### config.mk
export PLATFORM = sky130hd
export DESIGN_NAME = multicycle_control
export DESIGN_NICKNAME = d
export VERILOG_FILES = /design/src/rtl/multicycle_control.sv
export SDC_FILE = /design/constraint.sdc
export NUM_CORES = 1
export LEC_CHECK = 0
export ABC_AREA = 1
export CAP_MARGIN = 20
export CORE_MARGIN = 10
export CORE_UTILIZATION = 35
export CTS_BUF_LIST = sky130_fd_sc_hd__clkbuf_2
export DETAILED_ROUTE_END_ITERATION = 10
export PLACE_DENSITY = 0.78
export SLEW_MARGIN = 20
export SYNTH_ARGS = -nofsm -noshare
export SYNTH_HDL_FRONTEND = slang
export SYNTH_SLANG_ARGS = --single-unit
export TNS_END_PERCENT = 100
### constraint.sdc
create_clock -name clk -period 1.2 [get_ports clk]
set_clock_uncertainty 0.15 [all_clocks]
set_input_delay 0.3 -clock clk [delete_from_list [all_inputs] [get_ports clk]]
set_output_delay 0.3 -clock clk [all_outputs]
set_load 0.03 [all_outputs]
### src/rtl/multicycle_control.sv
// Control FSM for a shared-memory multicycle MIPS datapath.
// Sequences R-type, LW, SW, BEQ, BNE and J over 3-5 states, with
// memory wait states driven by MemReady.
// Optional macro MULTICYCLE_ADDI_EN adds ADDI (ADDIEX -> ADDIWB).
module multicycle_control #(
  parameter bit RESET_STATE_IDLE = 1'b1
) (
  input  logic       clk,
  input  logic       rst_n,
  input  logic [5:0] OpCode,
  input  logic       MemReady,
  output logic       PCWrite,
  output logic       PCWriteCond,
  output logic       XorBne,
  output logic       IorD,
  output logic       MemRead,
  output logic       MemWrite,
  output logic       IRWrite,
  output logic       MemToReg,
  output logic       RegDst,
  output logic       RegWE,
  output logic       ALUSrcA,
  output logic [1:0] ALUSrcB,
  output logic [2:0] ALUOp,
  output logic [1:0] PCSrc,
  output logic       InstrDone,
  output logic       IllegalOp
);

  localparam logic [5:0] OP_RTYPE = 6'b000000;
  localparam logic [5:0] OP_LW    = 6'b100011;
  localparam logic [5:0] OP_SW    = 6'b101011;
  localparam logic [5:0] OP_BEQ   = 6'b000100;
  localparam logic [5:0] OP_BNE   = 6'b000101;
  localparam logic [5:0] OP_J     = 6'b000010;
`ifdef MULTICYCLE_ADDI_EN
  localparam logic [5:0] OP_ADDI  = 6'b001000;
`endif

  typedef enum logic [3:0] {
    IDLE   = 4'd0,
    FETCH  = 4'd1,
    DECODE = 4'd2,
    MEMADR = 4'd3,
    MEMRD  = 4'd4,
    MEMWB  = 4'd5,
    MEMWR  = 4'd6,
    EXEC   = 4'd7,
    ALUWB  = 4'd8,
    BRANCH = 4'd9,
    JUMP   = 4'd10
`ifdef MULTICYCLE_ADDI_EN
    , ADDIEX = 4'd11
    , ADDIWB = 4'd12
`endif
  } state_t;

  state_t     state, nextState;
  logic [5:0] opReg;
  logic       illegalReg;
  logic       opIllegal;
  logic       opRegIsSw;

  // Opcode held from DECODE so later states ignore whatever is on OpCode.
  assign opRegIsSw = (opReg == OP_SW);

  // Classify the live opcode; only meaningful while in DECODE.
  always_comb begin
    opIllegal = 1'b1;
    case (OpCode)
      OP_RTYPE, OP_LW, OP_SW, OP_BEQ, OP_BNE, OP_J: opIllegal = 1'b0;
`ifdef MULTICYCLE_ADDI_EN
      OP_ADDI: opIllegal = 1'b0;
`endif
      default: opIllegal = 1'b1;
    endcase
  end

  // State register; reset destination selected by parameter.
  always_ff @(posedge clk or negedge rst_n) begin
    if (!rst_n) state <= RESET_STATE_IDLE ? IDLE : FETCH;
    else        state <= nextState;
  end

  // Opcode capture and sticky illegal-opcode flag, both updated in DECODE.
  always_ff @(posedge clk or negedge rst_n) begin
    if (!rst_n) begin
      opReg      <= '0;
      illegalReg <= 1'b0;
    end else if (state == DECODE) begin
      opReg <= OpCode;
      if (opIllegal) illegalReg <= 1'b1;
    end
  end

  // Next-state and control outputs (Moore, with MemReady-gated Mealy terms).
  always_comb begin
    nextState   = FETCH;
    PCWrite     = 1'b0;
    PCWriteCond = 1'b0;
    XorBne      = 1'b0;
    IorD        = 1'b0;
    MemRead     = 1'b0;
    MemWrite    = 1'b0;
    IRWrite     = 1'b0;
    MemToReg    = 1'b0;
    RegDst      = 1'b0;
    RegWE       = 1'b0;
    ALUSrcA     = 1'b0;
    ALUSrcB     = 2'b00;
    ALUOp       = 3'b000;
    PCSrc       = 2'b00;
    InstrDone   = 1'b0;
    case (state)
      IDLE: nextState = FETCH;
      FETCH: begin
        MemRead   = 1'b1;
        ALUSrcB   = 2'b01;
        ALUOp     = 3'b001;
        IRWrite   = MemReady;
        PCWrite   = MemReady;
        nextState = MemReady ? DECODE : FETCH;
      end
      DECODE: begin
        ALUSrcB = 2'b11;
        ALUOp   = 3'b001;
        case (OpCode)
          OP_LW, OP_SW:   nextState = MEMADR;
          OP_RTYPE:       nextState = EXEC;
          OP_BEQ, OP_BNE: nextState = BRANCH;
          OP_J:           nextState = JUMP;
`ifdef MULTICYCLE_ADDI_EN
          OP_ADDI:        nextState = ADDIEX;
`endif
          default:        nextState = FETCH;
        endcase
      end
      MEMADR: begin
        ALUSrcA   = 1'b1;
        ALUSrcB   = 2'b10;
        ALUOp     = 3'b001;
        nextState = opRegIsSw ? MEMWR : MEMRD;
      end
      MEMRD: begin
        MemRead   = 1'b1;
        IorD      = 1'b1;
        nextState = MemReady ? MEMWB : MEMRD;
      end
      MEMWB: begin
        RegWE     = 1'b1;
        MemToReg  = 1'b1;
        InstrDone = 1'b1;
      end
      MEMWR: begin
        MemWrite  = 1'b1;
        IorD      = 1'b1;
        InstrDone = MemReady;
        nextState = MemReady ? FETCH : MEMWR;
      end
      EXEC: begin
        ALUSrcA   = 1'b1;
        nextState = ALUWB;
      end
      ALUWB: begin
        RegWE     = 1'b1;
        RegDst    = 1'b1;
        InstrDone = 1'b1;
      end
      BRANCH: begin
        ALUSrcA     = 1'b1;
        ALUOp       = 3'b010;
        PCWriteCond = 1'b1;
        PCSrc       = 2'b01;
        XorBne      = opReg[0];
        InstrDone   = 1'b1;
      end
      JUMP: begin
        PCWrite   = 1'b1;
        PCSrc     = 2'b10;
        InstrDone = 1'b1;
      end
`ifdef MULTICYCLE_ADDI_EN
      ADDIEX: begin
        ALUSrcA   = 1'b1;
        ALUSrcB   = 2'b10;
        ALUOp     = 3'b001;
        nextState = ADDIWB;
      end
      ADDIWB: begin
        RegWE     = 1'b1;
        InstrDone = 1'b1;
      end
`endif
      default: nextState = FETCH;
    endcase
    // Keep every strobe quiet while reset is held, whatever the reset state.
    if (!rst_n) begin
      PCWrite     = 1'b0;
      PCWriteCond = 1'b0;
      XorBne      = 1'b0;
      IorD        = 1'b0;
      MemRead     = 1'b0;
      MemWrite    = 1'b0;
      IRWrite     = 1'b0;
      MemToReg    = 1'b0;
      RegDst      = 1'b0;
      RegWE       = 1'b0;
      ALUSrcA     = 1'b0;
      ALUSrcB     = 2'b00;
      ALUOp       = 3'b000;
      PCSrc       = 2'b00;
      InstrDone   = 1'b0;
    end
  end

  assign IllegalOp = illegalReg;

endmodule

# ---- Yosys cells after proc, flatten, opt, wreduce, memory -nomap -nowiden
# Cells that the tools add are included.
dict set report totals {
  regBits 11
  input_bits 9
}
dict set report op_classes {
  reduce_logical 11
  eq_ne 16
  bitwise_logic 1
  muxes 36
}
# op count
set ops {}
lappend ops {{4-bit one-hot mux with 6 select lines} 1}
lappend ops {{1-bit two-way mux} 23}
lappend ops {{6-bit == test (second input constant)} 3}
lappend ops {{4-bit by 3-bit == test with 1-bit output (second input constant)} 4}
lappend ops {{4-bit one-hot mux with 4 select lines} 1}
lappend ops {{4-bit == test (second input constant)} 3}
lappend ops {{6-bit by 3-bit == test with 1-bit output (second input constant)} 2}
lappend ops {{2-bit OR reduction} 5}
lappend ops {{4-bit by 2-bit == test with 1-bit output (second input constant)} 2}
lappend ops {{2-bit two-way mux} 4}
lappend ops {{2-bit one-hot mux with 2 select lines} 2}
lappend ops {{6-bit by 2-bit == test with 1-bit output (second input constant)} 1}
lappend ops {{6-bit zero test} 1}
lappend ops {{3-bit two-way mux} 2}
lappend ops {{2-bit one-hot mux with 3 select lines} 1}
lappend ops {{3-bit OR reduction} 2}
lappend ops {{6-bit OR reduction} 1}
lappend ops {{4-bit by 1-bit == test with 1-bit output (second input constant)} 1}
lappend ops {{1-bit one-hot mux with 2 select lines} 2}
lappend ops {{4-bit OR reduction} 1}
lappend ops {{2-bit AND reduction} 1}
lappend ops {{1-bit inverter} 1}

# ---- Depth between registers and ports, before layout
dict set report depth {
  ltp_word 4
  depth_mapped 7
  depth_no_buf 7
}

# ---- Worst setup path after synthesis
# OpenSTA, ideal clock, no wires.
dict set report synth_path {
  kind {flip-flop to output port}
  startpoint {reg state[1]}
  endpoint {out RegWE}
  t_arrival_ns 1.673
  required_ns 0.750
  path_slack_ns -0.923
  path_stages_with_launch 5
  path_cell_list {dfrtp_1 -> inv_2 -> nand2_4 -> nor3_1 -> or2_1}
}
dict set report synth_between {
  elab_chain_cells 4
}
# element line_no
set synth_lines {}
lappend synth_lines {{from (decl)} 58} ;# state_t state, nextState;
lappend synth_lines {{from (signal assigned)} 81} ;# if (!rst_n) state <= RESET_STATE_IDLE ? IDLE : FETCH;
lappend synth_lines {{from (signal assigned)} 82} ;# else state <= nextState;
lappend synth_lines {{4-bit == test or 4-bit by 3-bit == test with 1-bit output (tied branches)} 114} ;# case (state)
lappend synth_lines {{2-bit OR reduction (no line) (*)} n/a}
lappend synth_lines {{1-bit two-way mux (*)} 114}
lappend synth_lines {{1-bit two-way mux (*)} 197} ;# if (!rst_n) begin
lappend synth_lines {{to (decl)} 21} ;# output logic RegWE,
# Every way passes the cells marked *; elsewhere a longest branch is shown, timed or not.

# ---- Worst setup path in the final report
dict set report layout_path {
  startpoint {reg state[2]}
  endpoint {out InstrDone}
}
dict set report layout_between {
  elab_chain_cells 4
}
# element line_no
set layout_lines {}
lappend layout_lines {{4-bit == test or 4-bit by 3-bit == test with 1-bit output (tied branches)} 114}
lappend layout_lines {{4-bit OR reduction (no line)} n/a}
lappend layout_lines {{1-bit one-hot mux with 2 select lines (*)} 114}
lappend layout_lines {{1-bit two-way mux (*)} 197}
lappend layout_lines {{to (decl)} 26} ;# output logic InstrDone,
# Marks and branches as above.

==> impl_metrics.json <==
{
  "status": "complete, but fails checks",
  "violations": "negative setup slack",
  "grt_max_degree": 8,
  "final_cell_mix": "35 x buf_4, 27 x buf_6, 26 x nand2_1",
  "p_leak_uw": 0.000829,
  "postLayoutSetupSlackWorst_ns": -0.726,
  "areaGrowthSynthToFinish_pct": 119,
  "cp-startpoint": "state[2]$_DFF_PN0_",
  "cts-root-buf": "clkbuf_2",
  "cp-start-kind": "flip-flop",
  "gr-usage-all-layers_pct": 12.7,
  "reg2reg_slack_ns": -0.36,
  "routedWlPerCell_microns": 15.1,
  "syn_area_per_cell_sq_um": 6.79,
  "cp_slowest_stage_delay_ns": 0.52,
  "grt.overflow.total": 0,
  "rr_worst_depth": 7,
  "crit_cells": 5,
  "hold_slack_ns": 0.0119,
  "cpMaxStageDelayCell": "dfrtp_2",
  "core_area_sq_mm": 0.00219,
  "async_reset_ff_share_pct": 100,
  "cp_num_buf_inv": 1,
  "final_core_util_pct": 79.3,
  "cts_tree": "yes",
  "cts-buffers-inserted": 3,
  "cts.sinks": 11,
  "final_nets": 199,
  "placed_cell_area_sq_mm": 0.00140,
  "netlist_area_sq_um": 795,
  "path_cells": "nand2_8 -> nor2_2 -> a21oi_1 -> o21ai_4 -> buf_6",
  "ys_warn_count": 0,
  "finalSetupTns_ns": -14.70,
  "synth_area_leader_cell": "dfrtp_1",
  "ys_types": 26,
  "place_congestion": 0.937,
  "min_path_type": "in2async",
  "final_cell_area_sq_mm": 0.00174,
  "grt_setup_unrepaired": "true",
  "yosys_register_bits": 11,
  "cts-htree-levels": 1,
  "layout-drive-gt1-share_pct": 63.5,
  "path_clk_slew_ns": 0.09,
  "rr_startpoint": "state[3]$_DFF_PN0_",
  "antenna_found_initial": 0,
  "dr_total_vias": 1058,
  "yosys.area.top_type_share_pct": 34.6,
  "syn-instance-count": 117,
  "drtIter0Drc": 25,
  "final_common_cell": "buf_4",
  "cp-end-kind": "output port",
  "rr_endpoint": "state[2]$_DFF_PN0_",
  "dieArea_sq_mm": 0.00458,
  "crit_family": "flip-flops",
  "dp_hpwl_mm": 2.24,
  "synth_edf_count": 0,
  "maxCapViolations": 0,
  "power_density_mw_per_mm2": 2170,
  "ys_seq_area_share_pct": 34.6,
  "drt_wl_total_mm": 3.27,
  "clk_path_buf_depth": 2,
  "worstPathArrival_ns": 1.48,
  "synth_fp_nets": 126,
  "peakVddDrop_uv": 1660,
  "worstSkewPairLatency_ns": 0.26,
  "via_per_inst": 4.88,
  "diodes": 0,
  "yosys-top-cells-area": "dfrtp_1 35%, nand2_1 17%, nor2_1 9.9%, inv_1 4.7%, nand2_4 4.3%",
  "pre_cts_slack_ns": -0.835,
  "num_rows": 17,
  "crit_end": "InstrDone",
  "worstPathRequired_ns": 0.75,
  "grt_pass1_wl_mm": 4.63,
  "first_pass_iters": 4,
  "hold_viol_final": 0,
  "grt_pass1_vias": 1095,
  "cp_max_fo": 6,
  "drc": 0,
  "post-route-period-util_pct": 161,
  "ioPinCount": 29,
  "ant_nets": 0,
  "max_freq_ghz": 0.519,
  "period_needed_ns": 1.93,
  "ys.flop_type": "dfrtp_1",
  "initial_core_util_pct": 36.3,
  "io_buffers": 27,
  "drv_slew": 0,
  "fp.dieH_microns": 67.6,
  "die_w_microns": 67.6,
  "setup_viol": 30,
  "path_class": "reg2out"
}
metal layers:
metal	vias up	track usage, %	routed length (microns)	part of all wire, %
met4	0	3.85	51	1.6
met5	-	0	0	0
li1	518	-	-	-
met1	493	12.8	1250	38
met3	8	1.82	221	6.8
met2	39	25.8	1750	54
area by class of cell:
| cell class | count | area (sq um) |
|---|---|---|
| fillers | 157 | 453 |
| inverters | 12 | 55.1 |
| clock buffers | 4 | 20.0 |
| well taps | 28 | 35.0 |
| repair buffers | 70 | 644 |
| multi-input cells | 92 | 706 |
| flip-flops and latches | 11 | 278 |
logic make-up after synthesis:
group	after synthesis	share of synthesized area [%]
buf+inv	15	8.19
simple gates	78	47.2
other cells	1	0.472
compound gates	12	9.45
flops	11	34.6
synth_stat cells, types with 2 or more instances:
| library cell | count |
|---|---|
| a31oi_1 | 2 |
| buf_4 | 2 |
| dfrtp_1 | 11 |
| inv_1 | 10 |
| inv_2 | 2 |
| nand2_1 | 35 |
| nand2_4 | 3 |
| nand3_1 | 5 |
| nand3_2 | 2 |
| nor2_1 | 21 |
| nor2_4 | 2 |
| nor3_1 | 4 |
| o21ai_0 | 5 |
flip-flops by register name, summed over array words and instances, names as in the netlist:
signal and flops:
state 4, opReg 6, IllegalOp 1
metrics by stage:
stage | std cells | power (uW)
CTS | 209 | 3250
finish | 217 | 3770
global route | 217 | 3970
floorplan | 117 | 1890
global placement | 201 | 2680
detailed placement | 201 | 2730
power by group:
group	switching [uW]	internal (uW)
Clock	122	88.5
Combinational	1550	1270
Sequential	205	543
timing repair:
action | CTS | global route
pin swaps | 14 | 17
hold buffers | 0 | 0
buffers inserted | 5 | 8
resized for setup | 38 | 29
gates cloned | 1 | 0
endpoints found under the hold margin | 0 | 0
setup endpoints to repair | 30 | 30
worst min-delay path by stage:
stage / to / startpoint / slack (ns) / cells past startpoint
after floorplan: IllegalOp$_DFFE_PN0P_ / rst_n / -0.15 / 0
after global placement: opReg[3]$_DFFE_PN0P_ / opReg[3]$_DFFE_PN0P_ / 0.31 / 2
after detailed placement: IllegalOp$_DFFE_PN0P_ / IllegalOp$_DFFE_PN0P_ / 0.31 / 1
after CTS: IllegalOp$_DFFE_PN0P_ / rst_n / 0.008 / 2
after global routing: state[2]$_DFF_PN0_ / rst_n / 0.02 / 2
final: state[2]$_DFF_PN0_ / rst_n / 0.01 / 2
Note: power is estimated with default switching activity, not from simulation.
